### config.mk
export PLATFORM = sky130hd
export DESIGN_NAME = sdram_word_responder
export DESIGN_NICKNAME = d
export VERILOG_FILES = /design/src/rtl/sdram_word_responder.sv
export SDC_FILE = /design/constraint.sdc
export NUM_CORES = 1
export LEC_CHECK = 0
export CORE_MARGIN = 10
export CORE_UTILIZATION = 56
export CTS_CLUSTER_SIZE = 12
export DETAILED_ROUTE_END_ITERATION = 8
export PLACE_DENSITY = 0.85
export SYNTH_ARGS = -nofsm -noshare
export SYNTH_HDL_FRONTEND = slang
export SYNTH_SLANG_ARGS = --single-unit
### constraint.sdc
create_clock -name clk -period 13.8 [get_ports clk]
set_clock_uncertainty 0.2 [all_clocks]
set_input_delay 1.38 -clock clk [delete_from_list [all_inputs] [get_ports clk]]
set_output_delay 1.38 -clock clk [all_outputs]
set_load 0.03 [all_outputs]
### src/rtl/sdram_word_responder.sv
// Responder for the CPU SDRAM word interface: each 32-bit command becomes two
// 16-bit backend transactions (low half, then high half), guarded by a watchdog.
module sdram_word_responder #(
   parameter int ADDR_W  = 24,
   parameter int TIMEOUT = 1024,
   parameter int TMO_W   = 11
) (
   input  logic              clk,
   input  logic              reset,
   input  logic              word_rd,
   input  logic              word_wr,
   input  logic [ADDR_W-1:0] word_addr,
   input  logic [31:0]       word_wdata,
   output logic [31:0]       word_rdata,
   output logic              word_busy,
   output logic              word_rdata_valid,
   output logic              mem_req,
   output logic              mem_we,
   output logic [ADDR_W:0]   mem_addr,
   output logic [15:0]       mem_wdata,
   input  logic              mem_ack,
   input  logic              mem_rvalid,
   input  logic [15:0]       mem_rdata,
   input  logic              err_clr,
   output logic              protocol_err,
   output logic              timeout_err
);

   typedef enum logic [2:0] {
      ST_IDLE    = 3'd0,
      ST_LO_REQ  = 3'd1,
      ST_LO_WAIT = 3'd2,
      ST_HI_REQ  = 3'd3,
      ST_HI_WAIT = 3'd4,
      ST_DONE    = 3'd5
   } state_e;

   localparam logic [TMO_W-1:0] TMO_LAST = TMO_W'(TIMEOUT - 1);

   function automatic logic is_req(input state_e s);
      return (s == ST_LO_REQ) || (s == ST_HI_REQ);
   endfunction

   function automatic logic is_hi(input state_e s);
      return (s == ST_HI_REQ) || (s == ST_HI_WAIT);
   endfunction

   function automatic logic is_active(input state_e s);
      return (s == ST_LO_REQ) || (s == ST_LO_WAIT) || (s == ST_HI_REQ) || (s == ST_HI_WAIT);
   endfunction

   state_e              state_q, state_d;
   logic [ADDR_W-1:0]   addr_q, addr_d;
   logic [31:0]         wdata_q, wdata_d;
   logic                we_q, we_d;
   logic [15:0]         rlo_q, rlo_d;
   logic [TMO_W-1:0]    wdog_q, wdog_d;
   logic [31:0]         rdata_q, rdata_d;
   logic                rvalid_q, rvalid_d;
   logic                busy_q, busy_d;
   logic                mem_req_q, mem_req_d;
   logic                mem_we_q, mem_we_d;
   logic [ADDR_W:0]     mem_addr_q, mem_addr_d;
   logic [15:0]         mem_wdata_q, mem_wdata_d;
   logic                prot_err_q, prot_err_d;
   logic                tmo_err_q, tmo_err_d;

   logic                cmd_s;
   logic                ack_s;
   logic                wdog_exp_s;
   logic                tmo_set_s;
   logic                prot_set_s;

   assign cmd_s      = word_rd | word_wr;
   // An ack only counts while our request is actually up; stray acks are dropped.
   assign ack_s      = mem_req_q & mem_ack;
   assign wdog_exp_s = (wdog_q == TMO_LAST);

   // Next-state logic: command capture, half sequencing, read assembly, watchdog abort.
   always_comb begin
      state_d   = state_q;
      addr_d    = addr_q;
      wdata_d   = wdata_q;
      we_d      = we_q;
      rlo_d     = rlo_q;
      rdata_d   = rdata_q;
      rvalid_d  = 1'b0;
      tmo_set_s = 1'b0;
      case (state_q)
         ST_IDLE: begin
            if (cmd_s) begin
               addr_d  = word_addr;
               wdata_d = word_wdata;
               we_d    = word_wr;
               state_d = ST_LO_REQ;
            end else begin
               state_d = ST_IDLE;
            end
         end
         ST_LO_REQ: begin
            if (ack_s && we_q) begin
               state_d = ST_HI_REQ;
            end else if (ack_s && mem_rvalid) begin
               rlo_d   = mem_rdata;
               state_d = ST_HI_REQ;
            end else if (ack_s) begin
               state_d = ST_LO_WAIT;
            end else if (wdog_exp_s) begin
               state_d   = ST_DONE;
               tmo_set_s = 1'b1;
               rvalid_d  = ~we_q;
               rdata_d   = we_q ? rdata_q : 32'hFFFF_FFFF;
            end else begin
               state_d = ST_LO_REQ;
            end
         end
         ST_LO_WAIT: begin
            if (mem_rvalid) begin
               rlo_d   = mem_rdata;
               state_d = ST_HI_REQ;
            end else if (wdog_exp_s) begin
               state_d   = ST_DONE;
               tmo_set_s = 1'b1;
               rvalid_d  = ~we_q;
               rdata_d   = we_q ? rdata_q : 32'hFFFF_FFFF;
            end else begin
               state_d = ST_LO_WAIT;
            end
         end
         ST_HI_REQ: begin
            if (ack_s && we_q) begin
               state_d = ST_DONE;
            end else if (ack_s && mem_rvalid) begin
               rdata_d  = {mem_rdata, rlo_q};
               rvalid_d = 1'b1;
               state_d  = ST_DONE;
            end else if (ack_s) begin
               state_d = ST_HI_WAIT;
            end else if (wdog_exp_s) begin
               state_d   = ST_DONE;
               tmo_set_s = 1'b1;
               rvalid_d  = ~we_q;
               rdata_d   = we_q ? rdata_q : 32'hFFFF_FFFF;
            end else begin
               state_d = ST_HI_REQ;
            end
         end
         ST_HI_WAIT: begin
            if (mem_rvalid) begin
               rdata_d  = {mem_rdata, rlo_q};
               rvalid_d = 1'b1;
               state_d  = ST_DONE;
            end else if (wdog_exp_s) begin
               state_d   = ST_DONE;
               tmo_set_s = 1'b1;
               rvalid_d  = ~we_q;
               rdata_d   = we_q ? rdata_q : 32'hFFFF_FFFF;
            end else begin
               state_d = ST_HI_WAIT;
            end
         end
         ST_DONE: begin
            state_d = ST_IDLE;
         end
         default: begin
            state_d = ST_IDLE;
         end
      endcase
   end

   // Registered-output next values, watchdog and sticky error flags.
   always_comb begin
      busy_d      = is_active(state_d);
      // Request comes up one cycle after entering a REQ state, which also leaves
      // a dead cycle between the low ack and the high request.
      mem_req_d   = is_req(state_q) && (state_d == state_q);
      mem_we_d    = is_active(state_d) ? we_d : 1'b0;
      mem_addr_d  = mem_addr_q;
      mem_wdata_d = mem_wdata_q;
      if (is_hi(state_d)) begin
         mem_addr_d  = {addr_d, 1'b1};
         mem_wdata_d = wdata_d[31:16];
      end else if (is_active(state_d)) begin
         mem_addr_d  = {addr_d, 1'b0};
         mem_wdata_d = wdata_d[15:0];
      end else begin
         mem_addr_d  = mem_addr_q;
         mem_wdata_d = mem_wdata_q;
      end
      if (state_d != state_q) begin
         wdog_d = {TMO_W{1'b0}};
      end else if (is_active(state_q)) begin
         wdog_d = wdog_q + TMO_W'(1);
      end else begin
         wdog_d = {TMO_W{1'b0}};
      end
      prot_set_s = (word_rd & word_wr) | (cmd_s & (state_q != ST_IDLE));
      if (prot_set_s) begin
         prot_err_d = 1'b1;
      end else if (err_clr) begin
         prot_err_d = 1'b0;
      end else begin
         prot_err_d = prot_err_q;
      end
      if (tmo_set_s) begin
         tmo_err_d = 1'b1;
      end else if (err_clr) begin
         tmo_err_d = 1'b0;
      end else begin
         tmo_err_d = tmo_err_q;
      end
   end

   // State and output registers; reset abandons any command in flight.
   always_ff @(posedge clk or posedge reset) begin
      if (reset) begin
         state_q     <= ST_IDLE;
         addr_q      <= {ADDR_W{1'b0}};
         wdata_q     <= 32'h0000_0000;
         we_q        <= 1'b0;
         rlo_q       <= 16'h0000;
         wdog_q      <= {TMO_W{1'b0}};
         rdata_q     <= 32'h0000_0000;
         rvalid_q    <= 1'b0;
         busy_q      <= 1'b0;
         mem_req_q   <= 1'b0;
         mem_we_q    <= 1'b0;
         mem_addr_q  <= {(ADDR_W+1){1'b0}};
         mem_wdata_q <= 16'h0000;
         prot_err_q  <= 1'b0;
         tmo_err_q   <= 1'b0;
      end else begin
         state_q     <= state_d;
         addr_q      <= addr_d;
         wdata_q     <= wdata_d;
         we_q        <= we_d;
         rlo_q       <= rlo_d;
         wdog_q      <= wdog_d;
         rdata_q     <= rdata_d;
         rvalid_q    <= rvalid_d;
         busy_q      <= busy_d;
         mem_req_q   <= mem_req_d;
         mem_we_q    <= mem_we_d;
         mem_addr_q  <= mem_addr_d;
         mem_wdata_q <= mem_wdata_d;
         prot_err_q  <= prot_err_d;
         tmo_err_q   <= tmo_err_d;
      end
   end

   assign word_rdata       = rdata_q;
   assign word_busy        = busy_q;
   assign word_rdata_valid = rvalid_q;
   assign mem_req          = mem_req_q;
   assign mem_we           = mem_we_q;
   assign mem_addr         = mem_addr_q;
   assign mem_wdata        = mem_wdata_q;
   assign protocol_err     = prot_err_q;
   assign timeout_err      = tmo_err_q;

endmodule
==> results.toml <==
[cts]
cts_buffers = 17
cts_root_buffer = "clkbuf_16"
cts_sinks = 166
path_clk_slew_ns = 0.06
cts_tree = "yes"
htreeDepth = 4
clock_latency_ns = 0.42
postCtsSetupBuffers = 0
cts.repair.resized = 0
cts_hold_buf = 0
cts_max_path_buffers = 2

[timing]
tightest_slew_ns = 1.31
fmax_mhz = 175
period_minus_slack_ns = 5.73
setup_tns_ns = 0
final-setup-viol-count = 0
rsz0062_at_grt = "false"
finalHoldViolations = 0
slew_headroom_pct = 12.7
drv_slew = 0
fin_crit_sh_pct = 41.5

[worst_hold_path]
holdPathStages = 1
holdPathEnd = "wdog_q[0]"
hp-class = "flip-flop to flip-flop"
hold_start = "wdog_q[0]"

[synth]
syn_avg_cell_area_um2 = 10.9
synth_area_um2 = 8210
synth_cells = 750
yosysWarningCount = 0
synth_edf_count = 0
yosysSeqAreaShare_pct = 50.6
yosys.area.top_type = "dfrtp_1"
synth-async-reset-ratio_pct = 100
synth_cell_types = 54
ys_ff_latch = 166
synth_fp_nets = 830
synth_ff_type = "dfrtp_1"
synthTopCellsByArea = "dfrtp_1, mux2_2, o21ai_0"
yosysTopAreaCellShare_pct = 50.6

[global_routing]
grt_pass1_vias = 6898
overflow = 0
antenna_found_initial = 1
grt_max_degree = 88
groute.usage.overall_pct = 22.7
grt_pass1_wl_um = 36800

[routing]
met3_wirelength_um = 2670
via_per_inst = 6.08
wl_um = 22200
vias = 6551
wl_met2_um = 10800
drt-met1-wl_um = 8340
ant_nets = 0
route.detailed.drc = 0
firstDrtPassIters = 6
drt_iter0_markers = 557
highest_layer = "met4"
avgRoutedWirePerCell_um = 20.6

[finish]
num-nets-final = 962
antenna_cells = 0
layout_common_cells = "dfrtp_1, clkdlybuf4s50_1, mux2_2"
fillers = 972
utilization_pct = 73.0
layout-drive-gt1-share_pct = 16.2
layout_commonest_cell = "dfrtp_1"
syn_to_final_growth_pct = 28.3

[worst_setup_path]
r2r_start = "state_q[0]"
worst_setup_path_start_kind = "input pin"
arrival_ns = 5.83
cp.required_ns = 13.91
r2r_slack_ns = 8.20
end_kind = "flip-flop"
path_max_fanout = 36
setup.worst_path.class = "input pin to flip-flop"
reg2regPathDepth = 7
timing.rr.end = "mem_addr[19]"

[power_and_ir_drop]
power_density_nw_per_um2 = 264
power_w = 0.00278
ir_drop_uv = 194
p_leak_nw = 4.82

[die]
ios = 158
rows = 44
core-area_um2 = 14400
dieArea_um2 = 19900
initial_core_util_pct = 56.9
die_x_um = 141
die_y_um = 141

[job]
drv_cap = 0

[placement]
routabilityCongestion = 0.887
dp_hpwl_um = 15000
io_buffer_count = 157

[run_status]
status = "finished, final reports clean"
## critical path: stages
cell and delay [ns]:
clkdlybuf4s50_1 0.57, and4bb_2 0.40, nor4_1 0.09, a2111oi_4 0.92, inv_2 0.51, nor2_1 0.68, a21o_2 0.81, mux2_2 0.42
## layout make-up
| cell class | instances | area, µm² | share of cell area (%) |
|---|---|---|---|
| flip-flops and latches | 166 | 4150 | 39.5 |
| multi-input cells | 502 | 3760 | 35.7 |
| repair buffers | 165 | 1630 | 15.5 |
| clock buffers | 20 | 457 | 4.34 |
| well taps | 184 | 230 | 2.19 |
| clock inverters | 10 | 178 | 1.69 |
| inverters | 30 | 118 | 1.12 |
## power breakdown
group / internal (W) / leakage, nW / total (W) / switching, W
Combinational: 0.000676 / 2.46 / 0.00142 / 0.000744
Clock: 0.000327 / 0.312 / 0.000514 / 0.000186
Sequential: 0.000701 / 2.05 / 0.000844 / 0.000143
Total: 0.00170 / 4.82 / 0.00278 / 0.00107
## worst max path at each step
stage | from | endpoint | cells past startpoint
finish | mem_rvalid | mem_addr[19] | 8
global route | mem_rvalid | mem_addr[20] | 8
CTS | mem_rvalid | mem_addr[19] | 8
detailed placement | mem_rvalid | mem_addr[19] | 8
global placement | mem_rvalid | mem_addr[22] | 8
floorplan | reset | addr_q[0] | 1
## Yosys cell counts (2+ instances only)
| library cell | n |
|---|---|
| mux2i_1 | 33 |
| o211a_1 | 9 |
| o211ai_1 | 33 |
| and2_1 | 2 |
| o22ai_1 | 2 |
| mux2_4 | 18 |
| inv_1 | 28 |
| a2bb2oi_1 | 10 |
| nor4_1 | 3 |
| dfrtp_1 | 166 |
| xor2_1 | 4 |
| buf_2 | 5 |
| buf_1 | 6 |
| a21oi_1 | 6 |
| xnor2_1 | 5 |
| a31oi_1 | 3 |
| o21ai_0 | 70 |
| mux2_2 | 72 |
| nor2_1 | 61 |
| nand2_1 | 43 |
| nand3_1 | 13 |
| buf_6 | 4 |
| o21a_1 | 35 |
| or3b_2 | 2 |
| a221o_1 | 6 |
| a211o_1 | 3 |
| nand2b_1 | 5 |
| nor3_1 | 6 |
| a21o_1 | 35 |
| clkbuf_1 | 37 |
| a21bo_2 | 2 |
## layer usage
metal / track usage [%] / vias to the layer above
li1: - / 2936
met1: 26.3 / 3232
met2: 36.5 / 337
met3: 10.8 / 46
met4: 6.90 / 0
met5: 0 / -
## flip-flops by register name, summed over array words and instances, names as in the netlist
signal            count
word_rdata_valid      1
mem_addr             25
wdata_q              32
mem_wdata            16
mem_req               1
protocol_err          1
we_q                  1
wdog_q               11
word_busy             1
timeout_err           1
word_rdata           32
mem_we                1
addr_q               24
rlo_q                16
state_q               3
## kinds of logic after synthesis
group,Yosys count,synth area share (%)
XOR/XNOR,9,0.960
flip-flops,166,50.6
AO/OA/AOI/OAI,224,19.0
adder cells (fa/ha/maj),2,0.274
AND/OR/NAND/NOR,144,7.79
multiplexers,123,17.2
buffers and inverters,82,4.19
## through the flow
| stage | instance area, µm² | hold slack [ns] | setup WS (ns) | cells |
|---|---|---|---|---|
| after CTS | 10500 | 0.267 | 8.15 | 1077 |
| after global routing | 10500 | 0.296 | 7.85 | 1077 |
| after global placement | 9890 | 0.250 | 7.94 | 1047 |
| after floorplan | 8210 | 0.233 | 7.73 | 750 |
| final | 10500 | 0.262 | 8.07 | 1077 |
| after detailed placement | 9890 | 0.258 | 7.72 | 1047 |
Power figures use the tool's default switching activity.
